$ cat config.mk
export PLATFORM = sky130hd
export DESIGN_NAME = rtmc_spi_cmd
export DESIGN_NICKNAME = d
export VERILOG_FILES = /design/src/rtl/rtmc_pkg.sv /design/src/rtl/rtmc_bus_timer.sv /design/src/rtl/rtmc_spi_cmd.sv
export SDC_FILE = /design/constraint.sdc
export NUM_CORES = 1
export LEC_CHECK = 0
export ABC_AREA = 1
export CAP_MARGIN = 20
export CORE_MARGIN = 4
export CORE_UTILIZATION = 40
export DETAILED_ROUTE_END_ITERATION = 12
export PLACE_DENSITY = 0.64
export SLEW_MARGIN = 30
export SYNTH_ARGS = -nofsm -noshare
export SYNTH_HDL_FRONTEND = slang
export SYNTH_SLANG_ARGS = --single-unit
$ cat constraint.sdc
create_clock -name clk -period 3.1 [get_ports clk]
set_clock_uncertainty 0.2 [all_clocks]
set_input_delay 0.31 -clock clk [delete_from_list [all_inputs] [get_ports clk]]
set_output_delay 0.31 -clock clk [all_outputs]
set_load 0.01 [all_outputs]
$ cat src/rtl/rtmc_pkg.sv
// rtl/rtmc_pkg.sv - shared types and constants for the RTMC SPI register path
package rtmc_pkg;

  localparam int ADDR_W              = 8;
  localparam int DATA_W              = 16;
  localparam int BUS_TIMEOUT_DEFAULT = 255;

  typedef enum logic [7:0] {
    O_NOP = 8'h00,
    O_RD  = 8'h01,
    O_WR  = 8'h02
  } op_t;

  typedef enum logic [7:0] {
    R_BUSY     = 8'h00,
    R_ACK      = 8'h01,
    R_ACK_DATA = 8'h02,
    R_ERROR    = 8'hFF
  } result_t;

  typedef enum logic [3:0] {
    S_IDLE,
    S_ADDR,
    S_WDH,
    S_WDL,
    S_BUS,
    S_RESP,
    S_END,
    S_ERR,
    S_DRAIN
  } cmd_state_t;

endpackage

$ cat src/rtl/rtmc_bus_timer.sv
// rtl/rtmc_bus_timer.sv - 8-bit wait counter that flags a bus request left unanswered for LIMIT cycles
module rtmc_bus_timer
  import rtmc_pkg::*;
#(
  parameter int LIMIT = BUS_TIMEOUT_DEFAULT
) (
  input  logic clk,
  input  logic rst_n,
  input  logic count,
  input  logic clear,
  output logic expire
);

  logic [7:0] cnt;

  // expire is asserted during the LIMIT-th counted cycle, so the request is held exactly LIMIT cycles
  assign expire = count && (cnt == 8'(LIMIT - 1));

  always_ff @(posedge clk or negedge rst_n) begin
    if (!rst_n) begin
      cnt <= 8'd0;
    end else if (clear) begin
      cnt <= 8'd0;
    end else if (count && !expire) begin
      cnt <= cnt + 8'd1;
    end
  end

endmodule

$ cat src/rtl/rtmc_spi_cmd.sv
// rtl/rtmc_spi_cmd.sv - SPI byte stream to register bus sequencer, one read or write per CS frame
// Optional bus-ack timeout enabled by defining RTMC_CMD_TIMEOUT_EN.
module rtmc_spi_cmd
  import rtmc_pkg::*;
#(
  parameter int BUS_TIMEOUT = BUS_TIMEOUT_DEFAULT
) (
  input  logic              clk,
  input  logic              rst_n,
  input  logic              frame,
  input  logic              rx_valid,
  input  logic [7:0]        rx_byte,
  output logic [7:0]        tx_byte,
  output logic [ADDR_W-1:0] reg_addr,
  output logic [DATA_W-1:0] reg_wdata,
  output logic              reg_wr,
  output logic              reg_rd,
  input  logic [DATA_W-1:0] reg_rdata,
  input  logic              reg_ack,
  output logic              busy
);

  cmd_state_t        state, state_d;
  logic              is_rd, is_rd_d;
  logic [1:0]        resp_cnt, resp_cnt_d;
  logic [DATA_W-1:0] rdata_q, rdata_d;
  logic [7:0]        tx_d;
  logic [ADDR_W-1:0] addr_d;
  logic [DATA_W-1:0] wdata_d;
  logic              wr_d, rd_d;
  logic              byte_in, ack, timeout;

  // a byte coinciding with frame low belongs to no frame and is dropped
  assign byte_in = rx_valid && frame;
  assign ack     = reg_ack && (reg_wr || reg_rd);
  assign busy    = (state != S_IDLE);

`ifdef RTMC_CMD_TIMEOUT_EN
  logic in_wait;
  assign in_wait = (state == S_BUS) || (state == S_DRAIN);

  rtmc_bus_timer #(
    .LIMIT(BUS_TIMEOUT)
  ) u_timer (
    .clk   (clk),
    .rst_n (rst_n),
    .count (in_wait),
    .clear (!in_wait),
    .expire(timeout)
  );
`else
  logic [7:0] unused_bus_timeout;
  assign unused_bus_timeout = 8'(BUS_TIMEOUT);
  assign timeout            = 1'b0;
`endif

  always_ff @(posedge clk or negedge rst_n) begin
    if (!rst_n) begin
      state     <= S_IDLE;
      is_rd     <= 1'b0;
      resp_cnt  <= 2'd0;
      rdata_q   <= '0;
      tx_byte   <= R_BUSY;
      reg_addr  <= '0;
      reg_wdata <= '0;
      reg_wr    <= 1'b0;
      reg_rd    <= 1'b0;
    end else begin
      state     <= state_d;
      is_rd     <= is_rd_d;
      resp_cnt  <= resp_cnt_d;
      rdata_q   <= rdata_d;
      tx_byte   <= tx_d;
      reg_addr  <= addr_d;
      reg_wdata <= wdata_d;
      reg_wr    <= wr_d;
      reg_rd    <= rd_d;
    end
  end

  always_comb begin
    state_d    = state;
    is_rd_d    = is_rd;
    resp_cnt_d = resp_cnt;
    rdata_d    = rdata_q;
    tx_d       = tx_byte;
    addr_d     = reg_addr;
    wdata_d    = reg_wdata;
    wr_d       = reg_wr;
    rd_d       = reg_rd;

    case (state)
      S_IDLE: begin
        if (byte_in) begin
          case (rx_byte)
            O_WR: begin
              is_rd_d = 1'b0;
              state_d = S_ADDR;
            end
            O_RD: begin
              is_rd_d = 1'b1;
              state_d = S_ADDR;
            end
            O_NOP: state_d = S_IDLE;
            default: begin
              state_d = S_ERR;
              tx_d    = R_ERROR;
            end
          endcase
        end
      end

      S_ADDR: begin
        if (!frame) begin
          state_d = S_IDLE;
          tx_d    = R_BUSY;
        end else if (byte_in) begin
          addr_d = rx_byte[ADDR_W-1:0];
          if (is_rd) begin
            state_d = S_BUS;
            rd_d    = 1'b1;
          end else begin
            state_d = S_WDH;
          end
        end
      end

      S_WDH: begin
        if (!frame) begin
          state_d = S_IDLE;
          tx_d    = R_BUSY;
        end else if (byte_in) begin
          wdata_d[15:8] = rx_byte;
          state_d       = S_WDL;
        end
      end

      S_WDL: begin
        if (!frame) begin
          state_d = S_IDLE;
          tx_d    = R_BUSY;
        end else if (byte_in) begin
          wdata_d[7:0] = rx_byte;
          state_d      = S_BUS;
          wr_d         = 1'b1;
        end
      end

      // poll bytes are absorbed here; the ack wins over a same-cycle byte
      S_BUS: begin
        if (ack) begin
          wr_d    = 1'b0;
          rd_d    = 1'b0;
          rdata_d = reg_rdata;
          if (frame) begin
            state_d    = S_RESP;
            resp_cnt_d = 2'd0;
            tx_d       = is_rd ? R_ACK_DATA : R_ACK;
          end else begin
            state_d = S_IDLE;
          end
        end else if (timeout) begin
          wr_d = 1'b0;
          rd_d = 1'b0;
          if (frame) begin
            state_d = S_ERR;
            tx_d    = R_ERROR;
          end else begin
            state_d = S_IDLE;
          end
        end else if (!frame) begin
          state_d = S_DRAIN;
        end
      end

      S_RESP: begin
        if (!frame) begin
          state_d = S_IDLE;
          tx_d    = R_BUSY;
        end else if (byte_in) begin
          if (!is_rd) begin
            tx_d    = R_BUSY;
            state_d = S_END;
          end else begin
            case (resp_cnt)
              2'd0: begin
                tx_d       = rdata_q[15:8];
                resp_cnt_d = 2'd1;
              end
              2'd1: begin
                tx_d       = rdata_q[7:0];
                resp_cnt_d = 2'd2;
              end
              default: begin
                tx_d    = R_BUSY;
                state_d = S_END;
              end
            endcase
          end
        end
      end

      S_END, S_ERR: begin
        if (!frame) begin
          state_d = S_IDLE;
          tx_d    = R_BUSY;
        end
      end

      // a frame that opens while the old request drains is unusable and errors out
      S_DRAIN: begin
        if (ack || timeout) begin
          wr_d = 1'b0;
          rd_d = 1'b0;
          if (frame) begin
            state_d = S_ERR;
            tx_d    = R_ERROR;
          end else begin
            state_d = S_IDLE;
          end
        end
      end

      default: begin
        state_d = S_IDLE;
        tx_d    = R_BUSY;
      end
    endcase
  end

endmodule

Word level (Yosys, flattened, before mapping)
Cells that the tools add are included.
{"block": "op_classes", "n_eq_ne": 35, "reduce_logical": 27, "n_mux": 49}
{"operator": "8-bit 2-to-1 mux", "n": 10}
{"operator": "4-bit 2-to-1 mux", "n": 15}
{"operator": "8-bit one-hot mux with 5 select lines", "n": 1}
{"operator": "2-bit inequality test, second input constant", "n": 16}
{"operator": "4-bit one-hot mux with 8 select lines", "n": 1}
{"operator": "3-bit inequality test, second input constant", "n": 6}
{"operator": "4-bit by 3-bit == test with 1-bit output, second input constant", "n": 4}
{"operator": "8-bit one-hot mux with 2 select lines", "n": 1}
{"operator": "2-bit 2-to-1 mux", "n": 6}
{"operator": "3-bit AND reduction", "n": 4}
{"operator": "3-bit 2-to-1 mux", "n": 3}
{"operator": "9-bit AND reduction", "n": 1}
{"operator": "4-bit by 2-bit == test with 1-bit output, second input constant", "n": 2}
{"operator": "8-bit by 1-bit == test with 1-bit output, second input constant", "n": 1}
{"operator": "8-bit by 2-bit == test with 1-bit output, second input constant", "n": 1}
{"operator": "8-bit zero test", "n": 1}
{"operator": "2-bit one-hot mux with 2 select lines", "n": 2}
{"operator": "8-bit AND reduction", "n": 1}
{"operator": "2-bit nonzero test", "n": 4}
{"operator": "2-bit OR reduction", "n": 4}
{"operator": "7-bit AND reduction", "n": 1}
{"operator": "1-bit 2-to-1 mux", "n": 6}
{"operator": "1-bit one-hot mux with 2 select lines", "n": 3}
{"operator": "3-bit one-hot mux with 2 select lines", "n": 1}
{"operator": "other kinds (15)", "n": 16}
{"block": "totals", "register_bits": 57, "inputBits": 29, "out_inout_bits": 35}

Depth between registers and ports, before layout
{"block": "logic_depth", "ltp_word": 7, "depth_mapped": 10}

Least setup slack after synthesis
No wires, ideal clock.
{"block": "synth_timing", "path_type": "register to register", "from": "register state[1]", "to": "register tx_byte[0]", "path_stages_with_launch": 9, "t_arrival_ns": 1.245, "setup_time_ns": 0.117, "setup_slack_ns": 1.538, "cell_sequence": "dfrtp_1 nor2_1 nor2_1 nand2_1 nand3_2 nor2_8 nand3_4 nand2_1 nand2_1"}
{"block": "synth_via", "elab_chain_len": 4}
{"item": "start: declaration", "line": "rtmc_spi_cmd.sv:23", "source": "cmd_state_t state, state_d;"}
{"item": "start signal: assignment", "line": "rtmc_spi_cmd.sv:69", "source": "state <= state_d;"}
{"item": "4-bit by 3-bit == test with 1-bit output (tied with other cells)", "line": "rtmc_spi_cmd.sv:92", "source": "case (state)"}
{"item": "5-bit OR reduction (no source line)"}
{"item": "2-bit inequality test (no source line)"}
{"item": "8-bit AND reduction (no source line)"}
{"item": "end signal: assignment", "line": "rtmc_spi_cmd.sv:73", "source": "tx_byte <= tx_d;"}
{"item": "end: declaration", "line": "rtmc_spi_cmd.sv:13", "source": "output logic [7:0] tx_byte,"}
Several ways; a longest one is shown, not always the timed one.
A chain may end at the register's enable or synchronous reset.

Worst setup path in the final report
{"block": "layout_timing", "from": "register state[1]", "to": "output port busy"}
{"block": "layout_via", "elab_chain_len": 1}
{"item": "4-bit nonzero test", "line": "rtmc_spi_cmd.sv:36", "source": "assign busy = (state != S_IDLE);"}
{"item": "end: declaration", "line": "rtmc_spi_cmd.sv:20", "source": "output logic busy"}
No other way between the ends.

==> summary.txt <==
Simple-gate share of the synthesized area: 0.3304
Die X: 92.21 um
Crit Path Max Fanout: 6
Synth cell count leaders: nand2_1 (139), dfrtp_1 (57), o21ai_0 (44)
Worst R2R Path Depth: 7
Post-synthesis mux area share: 0
Post-synthesis cell count: 354
Synth warnings: 0
Largest net degree at the start of global routing: 38
Final net count: 453
Total Wirelength: 6971 um
Max Clk Rate: 410.7 MHz
Yosys reg bits: 57
Yosys cell types: 26
TritonCTS Buffers: 9
Io pins: 64
Final Hold Fails: 0
WP data arrival: 1.92 ns
Adder-cell share of the synthesized area: 0
Hold Path End: tx_byte[3]
GRT Total Usage: 0.1768
Fin Setup TNS: 0 ns
Wire length on met3: 316 um
Via count: 2443
FILL cells: 676
Top-count cell post-synth: nand2_1
Multi-input logic area: 1241 um^2
Worst setup EP type: output pin
Max-Cap Viols: 0
Synth area leader: dfrtp_1
Post-synth EDFFs: 0
Gr ovfl total: 0
Hold_sp: tx_byte[3]
Area grow syn2layout: 33.00%
Antenna violations before repair: 0
Tmin final: 2.435 ns
Port bufs: 63
Core Rows: 30
Unrepaired setup endpoints after global routing: false
H-tree level count: 3
Final number of setup-violating endpoints: 0
Synth Flop Type: dfrtp_1
Fraction of registers with async set/reset: 1.000
Synth Area in Compound Gates: 0.1072
Die Height: 92.21 um
Leakage: 0.001824 uW
Hold Path Depth: 2
Met2 routed WL: 3202 um
CTS Root Buffer Type: clkbuf_8
Synth top area share: 0.5029
Largest family of logic cells by synthesized area: simple AND/OR/NAND/NOR gates
Post-CTS Resized: 0
Sequential area share after synthesis: 0.5029
Synth Cell Area: 2836 um^2
Layout cells sized above 1: 0.1145
Max Slew Vio Count: 0
CTS tree: yes
DP HPWL: 5282 um
DRC viols: 0
Slew Limit Headroom: 0.4541
Ranking of synthesized cells by area: dfrtp_1 (50%), nand2_1 (18%), o21ai_0 (7.8%)
HP Class: flop to flop
ANT nets after route: 0
Status: complete, no violations
Fin crit share: 0.7855
Tightest Pin Transition: 0.8189 ns
Clock latency at the later pin of the worst-skew pair: 0.33 ns
Worst VDD drop: 0.0004552 V
Gpl congestion: 0.9057
Wire per inst: 13.30 um
Design Area, Final: 3772 um^2
Routed vias/inst: 4.662
Mapped Nets: 383
Syn Area/Cell: 8.013 um^2
First-pass GRT wire length: 11730 um
CTS sink cnt: 57
CTS Buffer Depth: 2
Top sig layer: met4
R2r startpoint: state[1]
R2R Setup Slk: 0.97 ns
Die area: 8503 um^2
Vias in the first global route: 2469
Antenna cells: 0
Initial Util: 0.4152
M1 WL: 3290 um
Drt initial violations: 87
Worst setup SP type: flop
Register area: 1426 um^2
Synth Area in XOR/XNOR: 0
Clock Pin Slew Worst Setup and Hold Paths: 0.07 ns
Tot Pwr: 3808 uW
First-pass iteration count of the detailed router: 6
Kind of critical path: flop to output pin
DP Area: 3548 um^2
CORE AREA: 6832 um^2
Pwr Density: 1009 nW/um^2
Reg-to-reg endpoint: state[2]
Worst Path Required: 2.59 ns
==> worst max-delay path, stage by stage (launching register included) <==
cell and delay (ns):
dfrtp_1 0.47, inv_2 0.15, nand2_4 0.09, nor2_2 0.33
inv_1 0.07, clkdlybuf4s50_1 0.48
==> kinds of logic (layout without fill, tap and decap cells) <==
group	after synthesis	count (layout)
compound gates	56	56
buf+inv	40	114
flops	57	57
simple gates	201	201
==> where the power goes <==
group          leakage, uW  internal, uW  switching [uW]  total [uW]
sequential        0.000722          1080             219        1300
combinational     0.000990           772            1000        1780
clock             0.000112           453             282         735
total              0.00182          2300            1510        3810
==> metrics by stage <==
step / setup WS (ns) / utilization / cells / hold WS, ns
6_report: 0.6650 / 0.5522 / 524 / 0.2716
5_1_grt: 0.5642 / 0.5522 / 524 / 0.3031
4_1_cts: 0.6130 / 0.5522 / 524 / 0.2751
3_5_place_dp: 0.7098 / 0.5194 / 508 / 0.2603
3_3_place_gp: 0.8097 / 0.5194 / 508 / 0.2500
2_1_floorplan: 1.538 / - / 354 / -0.1856
==> state kept, by name, indices dropped and copies added (netlist names) <==
signal,cells
is_rd,1
state,4
reg_wdata,16
reg_wr,1
reg_addr,8
tx_byte,8
resp_cnt,2
rdata_q,16
reg_rd,1
==> routing by layer <==
layer,track usage,vias to the layer above
met5,0,-
met4,0.09282,0
met3,0.03445,13
met2,0.2719,52
met1,0.2356,1119
li1,-,1259
==> cells in the final DEF, fill, tap and decap left out, drive strengths merged <==
cell and n:
a21oi 3, buf 2, bufinv 1, clkbuf 13, clkdlybuf4s50 62, clkinv 1, dfrtp 57, dlygate4sd3 1
inv 34, nand2 147, nand3 23, nand3b 1, nor2 27, nor3 3, o21a 1, o21ai 51
o31ai 1
==> final cells by class <==
cell class | instances | area share
clock buffer | 13 | 0.04743
clock inverter | 2 | 0.009287
inverter | 34 | 0.03383
multi-input combinational | 257 | 0.3290
sequential | 57 | 0.3781
tap | 96 | 0.03184
timing repair buffer | 65 | 0.1705
==> worst max path at each step <==
| stage | depth (start not counted) | slack, ns | start | end |
|---|---|---|---|---|
| 4_1_cts | 5 | 0.61 | state[1] | busy |
| 5_1_grt | 5 | 0.56 | state[1] | busy |
| 3_5_place_dp | 6 | 0.71 | frame | reg_wdata[13] |
| 2_1_floorplan | 8 | 1.54 | state[1] | tx_byte[0] |
| 3_3_place_gp | 6 | 0.81 | frame | reg_wdata[11] |
| 6_report | 5 | 0.67 | state[1] | busy |
==> what timing repair did <==
item / in CTS / in global routing
hold endpoints to repair: 36 / 0
hold buffers: 1 / 0
setup buffers: 0 / 0
No activity file was read; power rests on OpenSTA's default activity.
